## src/rtl/timer_bus_arbiter.sv

```systemverilog
// timer_bus_arbiter: shares the timer0 register port between two bus masters.
// Each granted access is latched, presented to the timer for one cycle, and
// answered with a one-cycle ACK that carries the timer read data. Round-robin
// arbitration applies when both masters request in the same IDLE cycle.
module timer_bus_arbiter #(
  parameter int unsigned DW       = 32,
  parameter bit          M1_WR_EN = 1'b1
) (
  input  logic          CLK_I,
  input  logic          RST_N_I,
  input  logic          M0_REQ_I,
  input  logic [1:0]    M0_ADD_I,
  input  logic          M0_WE_I,
  input  logic [DW-1:0] M0_DAT_I,
  output logic          M0_ACK_O,
  output logic [DW-1:0] M0_DAT_O,
  input  logic          M1_REQ_I,
  input  logic [1:0]    M1_ADD_I,
  input  logic          M1_WE_I,
  input  logic [DW-1:0] M1_DAT_I,
  output logic          M1_ACK_O,
  output logic [DW-1:0] M1_DAT_O,
  output logic [1:0]    T_ADD_O,
  output logic          T_WE_O,
  output logic [DW-1:0] T_DAT_O,
  input  logic [DW-1:0] T_DAT_I
);

  typedef enum logic [1:0] {
    S_IDLE   = 2'd0,
    S_ACCESS = 2'd1,
    S_ACK    = 2'd2
  } state_t;

  state_t        r_state;
  state_t        w_state_nxt;

  // r_last / r_win: 0 = M0, 1 = M1
  logic          r_last;
  logic          w_last_nxt;
  logic          r_win;
  logic          w_win_nxt;
  logic [1:0]    r_t_add;
  logic [1:0]    w_t_add_nxt;
  logic          r_t_we;
  logic          w_t_we_nxt;
  logic [DW-1:0] r_t_dat;
  logic [DW-1:0] w_t_dat_nxt;
  logic [DW-1:0] r_rdata;
  logic [DW-1:0] w_rdata_nxt;
  logic          r_ack0;
  logic          w_ack0_nxt;
  logic          r_ack1;
  logic          w_ack1_nxt;

  logic          w_req_any;
  logic          w_pick;
  logic          w_pick_we;

  assign w_req_any = M0_REQ_I | M1_REQ_I;
  // Lone requester wins; on a tie the master that was not granted last wins.
  assign w_pick    = (M0_REQ_I & M1_REQ_I) ? ~r_last : M1_REQ_I;
  // M1 writes are squashed when M1 has no write permission; the access is still ACKed.
  assign w_pick_we = w_pick ? (M1_WE_I & M1_WR_EN) : M0_WE_I;

  // State register.
  always_ff @(posedge CLK_I or negedge RST_N_I) begin
    if (!RST_N_I) begin
      r_state <= S_IDLE;
    end else begin
      r_state <= w_state_nxt;
    end
  end

  // Next-state logic: IDLE -> ACCESS -> ACK -> IDLE, one access in flight.
  always_comb begin
    w_state_nxt = r_state;
    case (r_state)
      S_IDLE:   if (w_req_any) w_state_nxt = S_ACCESS;
      S_ACCESS: w_state_nxt = S_ACK;
      S_ACK:    w_state_nxt = S_IDLE;
      default:  w_state_nxt = S_IDLE;
    endcase
  end

  // Output/datapath next values: latch winner in IDLE, capture read data in ACCESS.
  always_comb begin
    w_last_nxt  = r_last;
    w_win_nxt   = r_win;
    w_t_add_nxt = r_t_add;
    w_t_we_nxt  = 1'b0;
    w_t_dat_nxt = r_t_dat;
    w_rdata_nxt = r_rdata;
    w_ack0_nxt  = 1'b0;
    w_ack1_nxt  = 1'b0;
    case (r_state)
      S_IDLE: begin
        if (w_req_any) begin
          w_win_nxt   = w_pick;
          w_last_nxt  = w_pick;
          w_t_add_nxt = w_pick ? M1_ADD_I : M0_ADD_I;
          w_t_dat_nxt = w_pick ? M1_DAT_I : M0_DAT_I;
          w_t_we_nxt  = w_pick_we;
        end
      end
      S_ACCESS: begin
        w_rdata_nxt = T_DAT_I;
        w_ack0_nxt  = ~r_win;
        w_ack1_nxt  = r_win;
      end
      default: begin
      end
    endcase
  end

  // Registered outputs and datapath; reset aborts any access in flight.
  always_ff @(posedge CLK_I or negedge RST_N_I) begin
    if (!RST_N_I) begin
      r_last  <= 1'b1;
      r_win   <= 1'b0;
      r_t_add <= 2'd0;
      r_t_we  <= 1'b0;
      r_t_dat <= '0;
      r_rdata <= '0;
      r_ack0  <= 1'b0;
      r_ack1  <= 1'b0;
    end else begin
      r_last  <= w_last_nxt;
      r_win   <= w_win_nxt;
      r_t_add <= w_t_add_nxt;
      r_t_we  <= w_t_we_nxt;
      r_t_dat <= w_t_dat_nxt;
      r_rdata <= w_rdata_nxt;
      r_ack0  <= w_ack0_nxt;
      r_ack1  <= w_ack1_nxt;
    end
  end

  assign T_ADD_O  = r_t_add;
  assign T_WE_O   = r_t_we;
  assign T_DAT_O  = r_t_dat;
  assign M0_ACK_O = r_ack0;
  assign M1_ACK_O = r_ack1;
  assign M0_DAT_O = r_rdata;
  assign M1_DAT_O = r_rdata;

endmodule

```

## config.mk

```make
export PLATFORM = sky130hd
export DESIGN_NAME = timer_bus_arbiter
export DESIGN_NICKNAME = d
export VERILOG_FILES = /design/src/rtl/timer_bus_arbiter.sv
export SDC_FILE = /design/constraint.sdc
export NUM_CORES = 1
export LEC_CHECK = 0
export ABC_AREA = 1
export BUFFER_PORTS_ARGS = -buffer_cell sky130_fd_sc_hd__buf_2
export CAP_MARGIN = 10
export CORE_ASPECT_RATIO = 2
export CORE_MARGIN = 10
export CORE_UTILIZATION = 48
export CTS_CLUSTER_DIAMETER = 80
export CTS_CLUSTER_SIZE = 16
export DETAILED_ROUTE_END_ITERATION = 8
export PLACE_DENSITY = 0.91
export SLEW_MARGIN = 10
export SYNTH_ARGS = -nofsm -noshare
export SYNTH_HDL_FRONTEND = slang
export SYNTH_SLANG_ARGS = --single-unit
```

## constraint.sdc

```tcl
create_clock -name CLK_I -period 2.35 [get_ports CLK_I]
set_input_delay 0.235 -clock CLK_I [delete_from_list [all_inputs] [get_ports CLK_I]]
set_output_delay 0.235 -clock CLK_I [all_outputs]
set_load 0.02 [all_outputs]
```

==> results.ini, run 1 <==
[global_routing]
grt_first_pass_wirelength_mm=17.0
grt_overflow=0
grt_max_degree=74
grt_busiest_layer=met2
use_met2_pct=31.2
grt.met3_usage_pct=5.25
use_met1_pct=19.4
grt_pass1_vias=3550
grt_use_total_pct=18.0
antenna_found_initial=0

[run]
drv_cap=0

[clock_network]
ctsHoldBuffers=0
clkSinkCount=73
ctsLongestPathBuffers=2
h-tree-depth=3
cts_setup_buffers=0
cts.clk_slew.worst_paths_ns=0.05
cts-root-buf=clkbuf_16
clk_latency_ns=0.32
cts-buffers-inserted=9
cts_tree=done
cts_resized=0

[logic_synthesis]
synth_top_family_by_area=simple AND/OR/NAND/NOR gates
synthTopCellsByArea=dfrtp_1 48%, nand2_1 20%, buf_4 7.4%
synth_area_sq_um=3760
synth-seq-cells=73
yosys.area.top_type=dfrtp_1
yosys.area.top_type_share_pct=47.9
synthFlopType=dfrtp_1
synthArstFlopShare_pct=100
synthXorXnorAreaFrac_pct=0
synth_edf_count=0
synth-simple-area-share_pct=33.3
synth-adder-area-share_pct=0
yosysSeqAreaShare_pct=48.6
synthMuxAreaShare_pct=0
synthesis.nets=589
synth.avg_cell_area_sq_um=7.79
synth-compound-area-share_pct=0.266
yosysWarningCount=0
synth_cell_type_count=17
synth_cells=483

[sta]
worst_pin_slew_ns=0.924
fin_setup_tns_ns=0
slew_headroom_pct=38.4
finalClockSkew_ns=0.00554
fmax_mhz=663
setup_viol=0
fin_crit_sh_pct=64.2
period_minus_slack_ns=1.51
rsz0062_at_grt=no
maxSlewViolCount=0
holdWs_ns=0.0399
hold_violations=0

[power]
power.switching_mw=3.33
clockPowerShare_pct=17.9
leakage_nw=3.08
power_density_nw_per_um2=1470
power_frac_comb_pct=50.5
pwr-share-seq_pct=31.6
peakVddDrop_v=0.000789
p_sw_share_pct=46.8
p_int_mw=3.79
p_total_mw=7.12

[setup_path]
cp_max_fo=36
worstPathArrival_ns=1.71
crit_type=flip-flop to flip-flop
startpoint_type=flip-flop
end_kind=flip-flop
worst_ep_required_time_ns=2.55

[routing]
vias=3547
vias_per_cell=4.74
drt_iter0_markers=187
drt-total-wl_mm=11.1
wl_per_cell_um=14.9
drt-pass1-iter-count=5
drc=0
ant_nets=0

[finish]
antenna_cells=0
drive_gt1_share_pct=38.5
area_growth_pct=28.9
fin_area_sq_um=4850
postLayoutCoreUtil_pct=63.8
nets=757

[status]
status=completed

[die]
initial_utilization_pct=49.5
dieHeight_um=145
core_sq_um=7600
ios=207
row_count=45
die_area_sq_um=12000
die_w_um=82.6

[placed_design]
place.port_buffers=206
hpwl_mm=8.60
place_area_sq_um=4560
routabilityCongestion=0.796

[hold_path]
hp-class=input port to async pin

-- path summary, 6_finish.rpt --
check	startpoint	end	slack, ns	cells after the start
min in group CLK_I	T_DAT_I[18]	M0_DAT_O[18]$_DFFE_PN0N_	0.11	3
worst max-delay path	r_last$_DFFE_PN1P_	r_win$_DFFE_PN0P_	0.84	5
worst max register to register	r_last$_DFFE_PN1P_	r_win$_DFFE_PN0P_	0.84	5
max in group asynchronous	RST_N_I	T_WE_O$_DFF_PN0_	1.70	1
worst min register to register	r_win$_DFFE_PN0P_	M0_ACK_O$_DFF_PN0_	0.43	1
worst min-delay path	RST_N_I	T_DAT_O[21]$_DFFE_PN0P_	0.04	1
-- per-layer routing --
metal / share of wire, % / routed length, um / up-vias
met5: 0 / 0 / -
met4: 2.2 / 243 / 0
met3: 10 / 1110 / 22
met2: 53 / 5860 / 172
met1: 35 / 3920 / 1617
li1: - / - / 1736
-- logic make-up after synthesis --
group | after synthesis
DFF | 73
buffers and inverters | 129
and+or+nand+nor | 279
AOI/OAI and AO/OA | 2
-- power groups by stage --
stage / clock network [mW] / logic, mW / registers, mW
after floorplan: 0 / 2.01 / 2.97
after global placement: 0 / 3.59 / 2.23
after detailed placement: 0 / 3.66 / 2.26
after CTS: 1.31 / 3.66 / 2.25
after global routing: 1.37 / 3.89 / 2.34
final: 1.27 / 3.60 / 2.25
-- sequential cells by signal (all words and copies together) (netlist names) --
signal    cells
M0_DAT_O     32
T_DAT_O      32
T_ADD_O       2
r_state       2
M0_ACK_O      1
M1_ACK_O      1
T_WE_O        1
r_last        1
r_win         1
-- critical path, cell delays in order (launching register included) --
cell and delay, ns:
dfstp_2 0.54, nand2_2 0.05, nand2_2 0.48, inv_1 0.13, nand2_1 0.11, o21ai_0 0.07
-- cell usage after synthesis, types with 2 or more instances --
library cell,count
nand2_1,203
inv_1,73
dfrtp_1,72
nand3_1,48
buf_4,37
nand3_2,20
buf_2,6
clkbuf_1,6
nor2_1,4
buf_1,3
buf_12,2
nand2_2,2
nor2_4,2
o21ai_0,2
-- cell usage in the layout (no fill, tap or decap), drive strengths merged --
cell type,instances
nand3,68
dfstp,1
o21ai,2
nand2,205
nor2,6
inv,74
clkbuf,13
clkinv,1
clkinvlp,1
dfrtp,72
buf,212
-- final cells by class --
type / count / area (sq um)
Clock buffer: 13 / 270
Inverter: 74 / 278
Fill cell: 642 / 2750
Tap cell: 94 / 118
Timing Repair Buffer: 212 / 1080
Clock inverter: 2 / 12.5
Sequential cell: 73 / 1830
Multi-Input combinational cell: 281 / 1260
-- metrics by stage --
step / worst slack [ns] / std cells
after floorplan: 1.19 / 483
after global placement: 0.857 / 734
after detailed placement: 0.847 / 734
after CTS: 0.833 / 749
after global routing: 0.703 / 749
final: 0.841 / 749
Note: power is estimated with default switching activity, not from simulation.
==> run 2: changes to the inputs <==
--- a/config.mk
+++ b/config.mk
@@ -5,16 +5,16 @@
 export SDC_FILE = /design/constraint.sdc
 export NUM_CORES = 1
 export LEC_CHECK = 0
-export ABC_AREA = 1
+export ABC_AREA = 0
 export BUFFER_PORTS_ARGS = -buffer_cell sky130_fd_sc_hd__buf_2
 export CAP_MARGIN = 10
 export CORE_ASPECT_RATIO = 2
 export CORE_MARGIN = 10
-export CORE_UTILIZATION = 48
+export CORE_UTILIZATION = 43
 export CTS_CLUSTER_DIAMETER = 80
 export CTS_CLUSTER_SIZE = 16
 export DETAILED_ROUTE_END_ITERATION = 8
-export PLACE_DENSITY = 0.91
+export PLACE_DENSITY = 0.86
 export SLEW_MARGIN = 10
 export SYNTH_ARGS = -nofsm -noshare
 export SYNTH_HDL_FRONTEND = slang
==> constraint.sdc (replaced) <==
create_clock -name CLK_I -period 1.5 [get_ports CLK_I]
set_input_delay 0.15 -clock CLK_I [delete_from_list [all_inputs] [get_ports CLK_I]]
set_output_delay 0.15 -clock CLK_I [all_outputs]
set_load 0.02 [all_outputs]
==> run 2 against run 1 <==
Against the previous run:
- global-route usage increased by 0.17 points
- critical path type unchanged
- synthesized area is 11% lower
- worst hold slack got worse by 0.029 ns
- first-iteration DRC count down 2.1%
- worst setup slack got worse by 0.71 ns
==> results.ini, run 2 <==
[finish]
drive_gt1_share_pct=43.9  ; was 38.5%
fillers=680  ; was 642
nets=658  ; was 757
mostFrequentLayoutCells=205 x buf_2, 167 x nand2_1, 72 x dfrtp_1  ; was 205 x buf_2, 203 x nand2_1, 73 x inv_1
area_growth_pct=36.3  ; was 28.9%
final_common_cell=buf_2  ; unchanged
postLayoutCoreUtil_pct=60.3  ; was 63.8%
fin_area_sq_um=4590  ; was 4850 sq um

[sta]
hold_violations=0  ; unchanged
finalClockSkew_ns=0.00453  ; was 0.00554 ns
fin_ws_ns=0.130  ; was 0.841 ns
slew_headroom_pct=66.9  ; was 38.4%
rsz0062_at_grt=no  ; unchanged
setup_viol=0  ; unchanged
maxSlewViolCount=0  ; unchanged
fin_crit_sh_pct=91.3  ; was 64.2%
holdWs_ns=0.0106  ; was 0.0399 ns
worst_pin_slew_ns=0.495  ; was 0.924 ns
period_minus_slack_ns=1.37  ; was 1.51 ns
fmax_mhz=730  ; was 663 MHz

[global_routing]
grt_pass1_vias=3396  ; was 3,550
grt_overflow=0  ; unchanged
antenna_found_initial=3  ; was 0
grt_first_pass_wirelength_mm=17.0  ; about the same
grt_max_degree=38  ; was 74
grt_use_total_pct=18.2  ; was 18.0%

[logic_synthesis]
synth.top_cells.by_count=167 x nand2_1, 72 x dfrtp_1, 35 x a21oi_1  ; was 203 x nand2_1, 73 x inv_1, 72 x dfrtp_1
yosysWarningCount=0  ; unchanged
synth_edf_count=0  ; unchanged
synth_cell_type_count=20  ; was 17
synth-seq-cells=73  ; unchanged
yosysSeqAreaShare_pct=54.4  ; was 48.6%
synth_most_common_cell=nand2_1  ; unchanged
yosys.area.top_type_share_pct=53.6  ; was 47.9%
synthFlopType=dfrtp_1  ; unchanged
synthArstFlopShare_pct=100  ; unchanged
synth_cells=380  ; was 483
synth_area_sq_um=3360  ; was 3760 sq um
synthTopCellsByArea=dfrtp_1 54%, nand2_1 19%, buf_4 7.4%  ; was dfrtp_1 48%, nand2_1 20%, buf_4 7.4%
yosys.area.top_type=dfrtp_1  ; unchanged
synth.avg_cell_area_sq_um=8.85  ; was 7.79 sq um
synthesis.nets=486  ; was 589

[die]
initial_utilization_pct=44.2  ; was 49.5%
dieHeight_um=145  ; about the same
die_w_um=82.5  ; was 82.6 um
die_area_sq_um=12000  ; about the same
ios=207  ; unchanged
core_sq_um=7600  ; unchanged
row_count=45  ; unchanged

[routing]
vias_per_cell=4.90  ; was 4.74
drc=0  ; unchanged
drt-pass1-iter-count=5  ; unchanged
ant_nets=0  ; unchanged
drt-total-wl_mm=10.9  ; was 11.1 mm
drt_iter0_markers=183  ; was 187
wl_per_cell_um=16.7  ; was 14.9 um
vias=3193  ; was 3,547

[hold_path]
hp-class=input port to flip-flop  ; was input port to async pin

[placed_design]
post-place-ws_ns=-0.0950  ; was 0.847 ns
routabilityCongestion=0.797  ; was 0.796
hpwl_mm=8.39  ; was 8.60 mm
place_area_sq_um=4280  ; was 4560 sq um
place.port_buffers=206  ; unchanged

[setup_path]
startpoint_type=flip-flop  ; unchanged
crit_type=flip-flop to flip-flop  ; unchanged
max_stage_delay_ns=0.42  ; was 0.54 ns
crit_slowest_cell=a21boi_4  ; was dfstp_2
end_kind=flip-flop  ; unchanged
worst_ep_required_time_ns=1.74  ; was 2.55 ns
cp_max_fo=22  ; was 36
crit_chain=a21boi_4, buf_12, nand2_1, a31oi_1  ; was nand2_2, nand2_2, inv_1, nand2_1, o21ai_0
worstPathArrival_ns=1.61  ; was 1.71 ns

[run]
drv_cap=0  ; unchanged

[clock_network]
clk_latency_ns=0.33  ; was 0.32 ns
h-tree-depth=3  ; unchanged
clkSinkCount=73  ; unchanged
cts-root-buf=clkbuf_16  ; unchanged
cts.clk_slew.worst_paths_ns=0.05  ; about the same
cts_setup_buffers=0  ; unchanged
cts-buffers-inserted=9  ; unchanged
ctsLongestPathBuffers=2  ; unchanged
cts_tree=done  ; unchanged

[power]
power_density_nw_per_um2=2460  ; was 1470 nW/um^2
peakVddDrop_v=0.000932  ; was 0.000789 V
leakage_nw=2.49  ; was 3.08 nW
p_total_mw=11.3  ; was 7.12 mW

[status]
status=completed  ; unchanged

==> run 2: logic make-up (layout without fill, tap and decap cells) <==
family,after synthesis,in the layout,synth area share (%)
flops,73,73,54.4
compound gates,74,74,14.4
buf+inv,60,234,11.6
other cells,0,3,0
simple gates,173,173,19.6
==> run 2: area by class of cell <==
cell class | instances | area [sq um] | area share (%)
repair buffers | 219 | 1210 | 26.5
clock buffers | 12 | 246 | 5.38
multi-input cells | 247 | 1160 | 25.3
well taps | 94 | 118 | 2.56
clock inverters | 1 | 5.00 | 0.109
inverters | 2 | 7.51 | 0.164
flip-flops and latches | 73 | 1830 | 39.9
diodes | 3 | 7.51 | 0.164
==> run 2: final timing paths <==
kind | from | depth (start not counted) | slack [ns] | endpoint
worst max-delay path | r_last$_DFFE_PN1P_ | 4 | 0.13 | T_DAT_O[26]$_DFFE_PN0P_
max in group asynchronous | RST_N_I | 3 | 0.69 | T_DAT_O[0]$_DFFE_PN0P_
min in group asynchronous | RST_N_I | 2 | 0.26 | T_DAT_O[10]$_DFFE_PN0P_
worst max register to register | r_last$_DFFE_PN1P_ | 4 | 0.13 | T_DAT_O[26]$_DFFE_PN0P_
worst min-delay path | T_DAT_I[30] | 3 | 0.01 | M0_DAT_O[30]$_DFFE_PN0N_
worst min register to register | r_win$_DFFE_PN0P_ | 1 | 0.43 | M0_ACK_O$_DFF_PN0_
==> run 2: power by group <==
group          switching (mW)  internal [mW]  total (mW)  leakage, nW
Sequential              0.579           2.97        3.55        0.863
Combinational            3.89           1.99        5.88         1.50
Clock                   0.715           1.13        1.85        0.124
==> run 2: critical path: cells and delay by family (launching register included) <==
family | cells | cell delay, ns
simple gates | 1 | 0.06
flops | 1 | 0.38
compound gates | 2 | 0.61
buf+inv | 1 | 0.22
==> run 2: repair_timing <==
action / 4_1_cts / 5_1_grt
hold buffers: 1 / 0
resized for setup: 1 / 1
endpoints found under the hold margin: 20 / 0
gates cloned: 0 / 1
endpoints found under the setup margin: 22 / 24
pin swaps: 0 / 0
==> run 2: per-layer routing <==
layer  part of all wire, %  wire [um]  GRT usage [%]
met1                    33       3590           19.0
met5                     0          0              0
met3                   9.8       1070           4.39
met2                    54       5880           31.1
met4                   3.3        361           10.5
==> run 2: through the flow <==
stage          cells  TNS (ns)
6_report         651         0
5_1_grt          651         0
4_1_cts          647         0
3_5_place_dp     633     -1.35
3_3_place_gp     633    -0.138
2_1_floorplan    380         0
==> run 3: changes to the inputs <==
==> constraint.sdc (replaced) <==
create_clock -name CLK_I -period 1.52 [get_ports CLK_I]
set_input_delay 0.152 -clock CLK_I [delete_from_list [all_inputs] [get_ports CLK_I]]
set_output_delay 0.152 -clock CLK_I [all_outputs]
set_load 0.02 [all_outputs]
==> run 3 against run 2 <==
Against the previous run:
- non-clock buffer count unchanged
- register-to-register slack better by 0.02 ns
- fmax shrank 0.32%
- clock skew up 0.0014 ns
- largest cell class unchanged
- clock power increased by 6%
- via count is 0.81% higher
==> results.ini, run 3 (synthesized netlist as in run 2, its figures left out) <==
[die]
core_sq_um=7600  ; unchanged
die_w_um=82.5  ; unchanged
ios=207  ; unchanged
initial_utilization_pct=44.2  ; unchanged
die_area_sq_um=12000  ; unchanged
dieHeight_um=145  ; unchanged
row_count=45  ; unchanged

[sta]
fmax_mhz=728  ; was 730 MHz
slew_headroom_pct=68.6  ; was 66.9%
period_minus_slack_ns=1.37  ; about the same
maxSlewViolCount=0  ; unchanged
worst_pin_slew_ns=0.469  ; was 0.495 ns
finalClockSkew_ns=0.00595  ; was 0.00453 ns
hold_violations=0  ; unchanged
fin_crit_sh_pct=90.4  ; was 91.3%
setup_viol=0  ; unchanged
rsz0062_at_grt=no  ; unchanged

[setup_path]
cp_top_family=flip-flops  ; was compound AO/OA/AOI/OAI gates
r2r_slack_ns=0.15  ; was 0.13 ns
crit_slowest_cell=dfstp_2  ; was a21boi_4
reg2reg_to=T_DAT_O[30]$_DFFE_PN0P_  ; was T_DAT_O[26]$_DFFE_PN0P_
worst_ep_required_time_ns=1.76  ; was 1.74 ns
end_kind=flip-flop  ; unchanged
worstPathArrival_ns=1.62  ; was 1.61 ns
max_stage_delay_ns=0.55  ; was 0.42 ns
crit_chain=buf_4, a21bo_4, clkbuf_16, nand2_1, a31oi_1  ; was a21boi_4, buf_12, nand2_1, a31oi_1
reg2regPathDepth=5  ; was 4
startpoint_type=flip-flop  ; unchanged
cp_max_fo=15  ; was 22
crit_type=flip-flop to flip-flop  ; unchanged
r2r-start=r_last$_DFFE_PN1P_  ; unchanged
path_buf_inv=2  ; was 1

[global_routing]
use_met1_pct=18.5  ; was 19.0%
grt_overflow=0  ; unchanged
grt_max_degree=38  ; unchanged
grt_use_total_pct=17.9  ; was 18.2%
grt_pass1_vias=3317  ; was 3,396
use_met2_pct=31.3  ; was 31.1%
grt_first_pass_wirelength_mm=16.8  ; was 17.0 mm
grt.met3_usage_pct=4.20  ; was 4.39%
grt_busiest_layer=met2  ; unchanged
antenna_found_initial=2  ; was 3

[hold_path]
hp-class=input port to flip-flop  ; unchanged
hp-start=T_DAT_I[7]  ; was T_DAT_I[30]
min_to=M0_DAT_O[7]$_DFFE_PN0N_  ; was M0_DAT_O[30]$_DFFE_PN0N_
hold_depth=3  ; unchanged

[placed_design]
routabilityCongestion=0.797  ; about the same
place.port_buffers=206  ; unchanged
hpwl_mm=8.43  ; was 8.39 mm

[clock_network]
cts_tree=done  ; unchanged
ctsLongestPathBuffers=2  ; unchanged
h-tree-depth=3  ; unchanged
clkSinkCount=73  ; unchanged
clk_latency_ns=0.33  ; about the same
cts-buffers-inserted=9  ; unchanged
cts.clk_slew.worst_paths_ns=0.06  ; was 0.05 ns
cts-root-buf=clkbuf_16  ; unchanged

[finish]
postLayoutCoreUtil_pct=60.7  ; was 60.3%
final_common_cell=buf_2  ; unchanged
area_growth_pct=37.2  ; was 36.3%
drive_gt1_share_pct=44.4  ; was 43.9%
fillers=673  ; was 680
nets=658  ; unchanged
mostFrequentLayoutCells=205 x buf_2, 167 x nand2_1, 72 x dfrtp_1  ; unchanged

[routing]
drt_iter0_markers=213  ; was 183
ant_nets=0  ; unchanged
vias=3219  ; was 3,193
vias_per_cell=4.94  ; was 4.90
wl_per_cell_um=16.7  ; about the same
drt-pass1-iter-count=4  ; was 5
drc=0  ; unchanged
drt-total-wl_mm=10.9  ; about the same

[status]
status=completed  ; unchanged

[power]
leakage_nw=2.51  ; was 2.49 nW
p_total_mw=11.3  ; about the same
peakVddDrop_v=0.000979  ; was 0.000932 V
power_density_nw_per_um2=2450  ; was 2460 nW/um^2

[run]
drv_cap=0  ; unchanged

run 3: cell type report:
| class | instances | area [sq um] | area share (%) |
|---|---|---|---|
| flip-flops and latches | 73 | 1830 | 39.6 |
| repair buffers | 219 | 1210 | 26.3 |
| multi-input cells | 247 | 1160 | 25.1 |
| clock buffers | 12 | 267 | 5.78 |
| well taps | 94 | 118 | 2.55 |
| clock inverters | 3 | 15.0 | 0.325 |
| inverters | 2 | 7.51 | 0.163 |
| diodes | 2 | 5.00 | 0.108 |
run 3: power breakdown:
group | switching, mW | leakage, nW | internal, mW | total, mW
clock | 0.748 | 0.144 | 1.22 | 1.97
sequential | 0.572 | 0.863 | 2.93 | 3.50
combinational | 3.85 | 1.50 | 1.96 | 5.81
run 3: how the worst max path moves through the flow:
stage                                  start                      end  slack (ns)  cells after the start
final                     r_last$_DFFE_PN1P_  T_DAT_O[30]$_DFFE_PN0P_        0.15                      5
after global routing      r_last$_DFFE_PN1P_  T_DAT_O[25]$_DFFE_PN0P_        0.04                      4
after CTS                 r_last$_DFFE_PN1P_  T_DAT_O[22]$_DFFE_PN0P_        0.07                      5
after detailed placement  r_last$_DFFE_PN1P_  T_DAT_O[29]$_DFFE_PN0P_       -0.05                      4
after global placement    r_last$_DFFE_PN1P_   T_DAT_O[5]$_DFFE_PN0P_       0.006                      4
after floorplan           r_last$_DFFE_PN1P_  T_DAT_O[10]$_DFFE_PN0P_        0.16                      5
run 3: layer usage:
metal / vias up / part of all wire (%)
li1: 1551 / -
met1: 1480 / 33
met2: 161 / 55
met3: 27 / 9.5
met4: 0 / 3.0
met5: - / 0
run 3: per-stage QoR:
step	hold WS (ns)	setup slack, ns	TNS (ns)	area (sq um)	instances
floorplan	-0.144	0.159	0	3360	380
global placement	0.0612	0.00575	0	4280	633
detailed placement	0.0653	-0.0500	-0.344	4280	633
CTS	0.00562	0.0676	0	4580	649
global route	0.0207	0.0357	0	4610	652
finish	0.0152	0.146	0	4610	652
run 3: repair_timing:
item | CTS | global route
endpoints found under the hold margin | 19 | 0
gates cloned | 0 | 1
endpoints found under the setup margin | 22 | 3
buffers inserted | 0 | 0
gates resized for setup | 1 | 1
hold buffers | 1 | 0
run 3: worst register-to-register path: stages, from the launching register on:
cell	delay [ns]
dfstp_2	0.55
buf_4	0.12
a21bo_4	0.19
clkbuf_16	0.20
nand2_1	0.06
a31oi_1	0.17
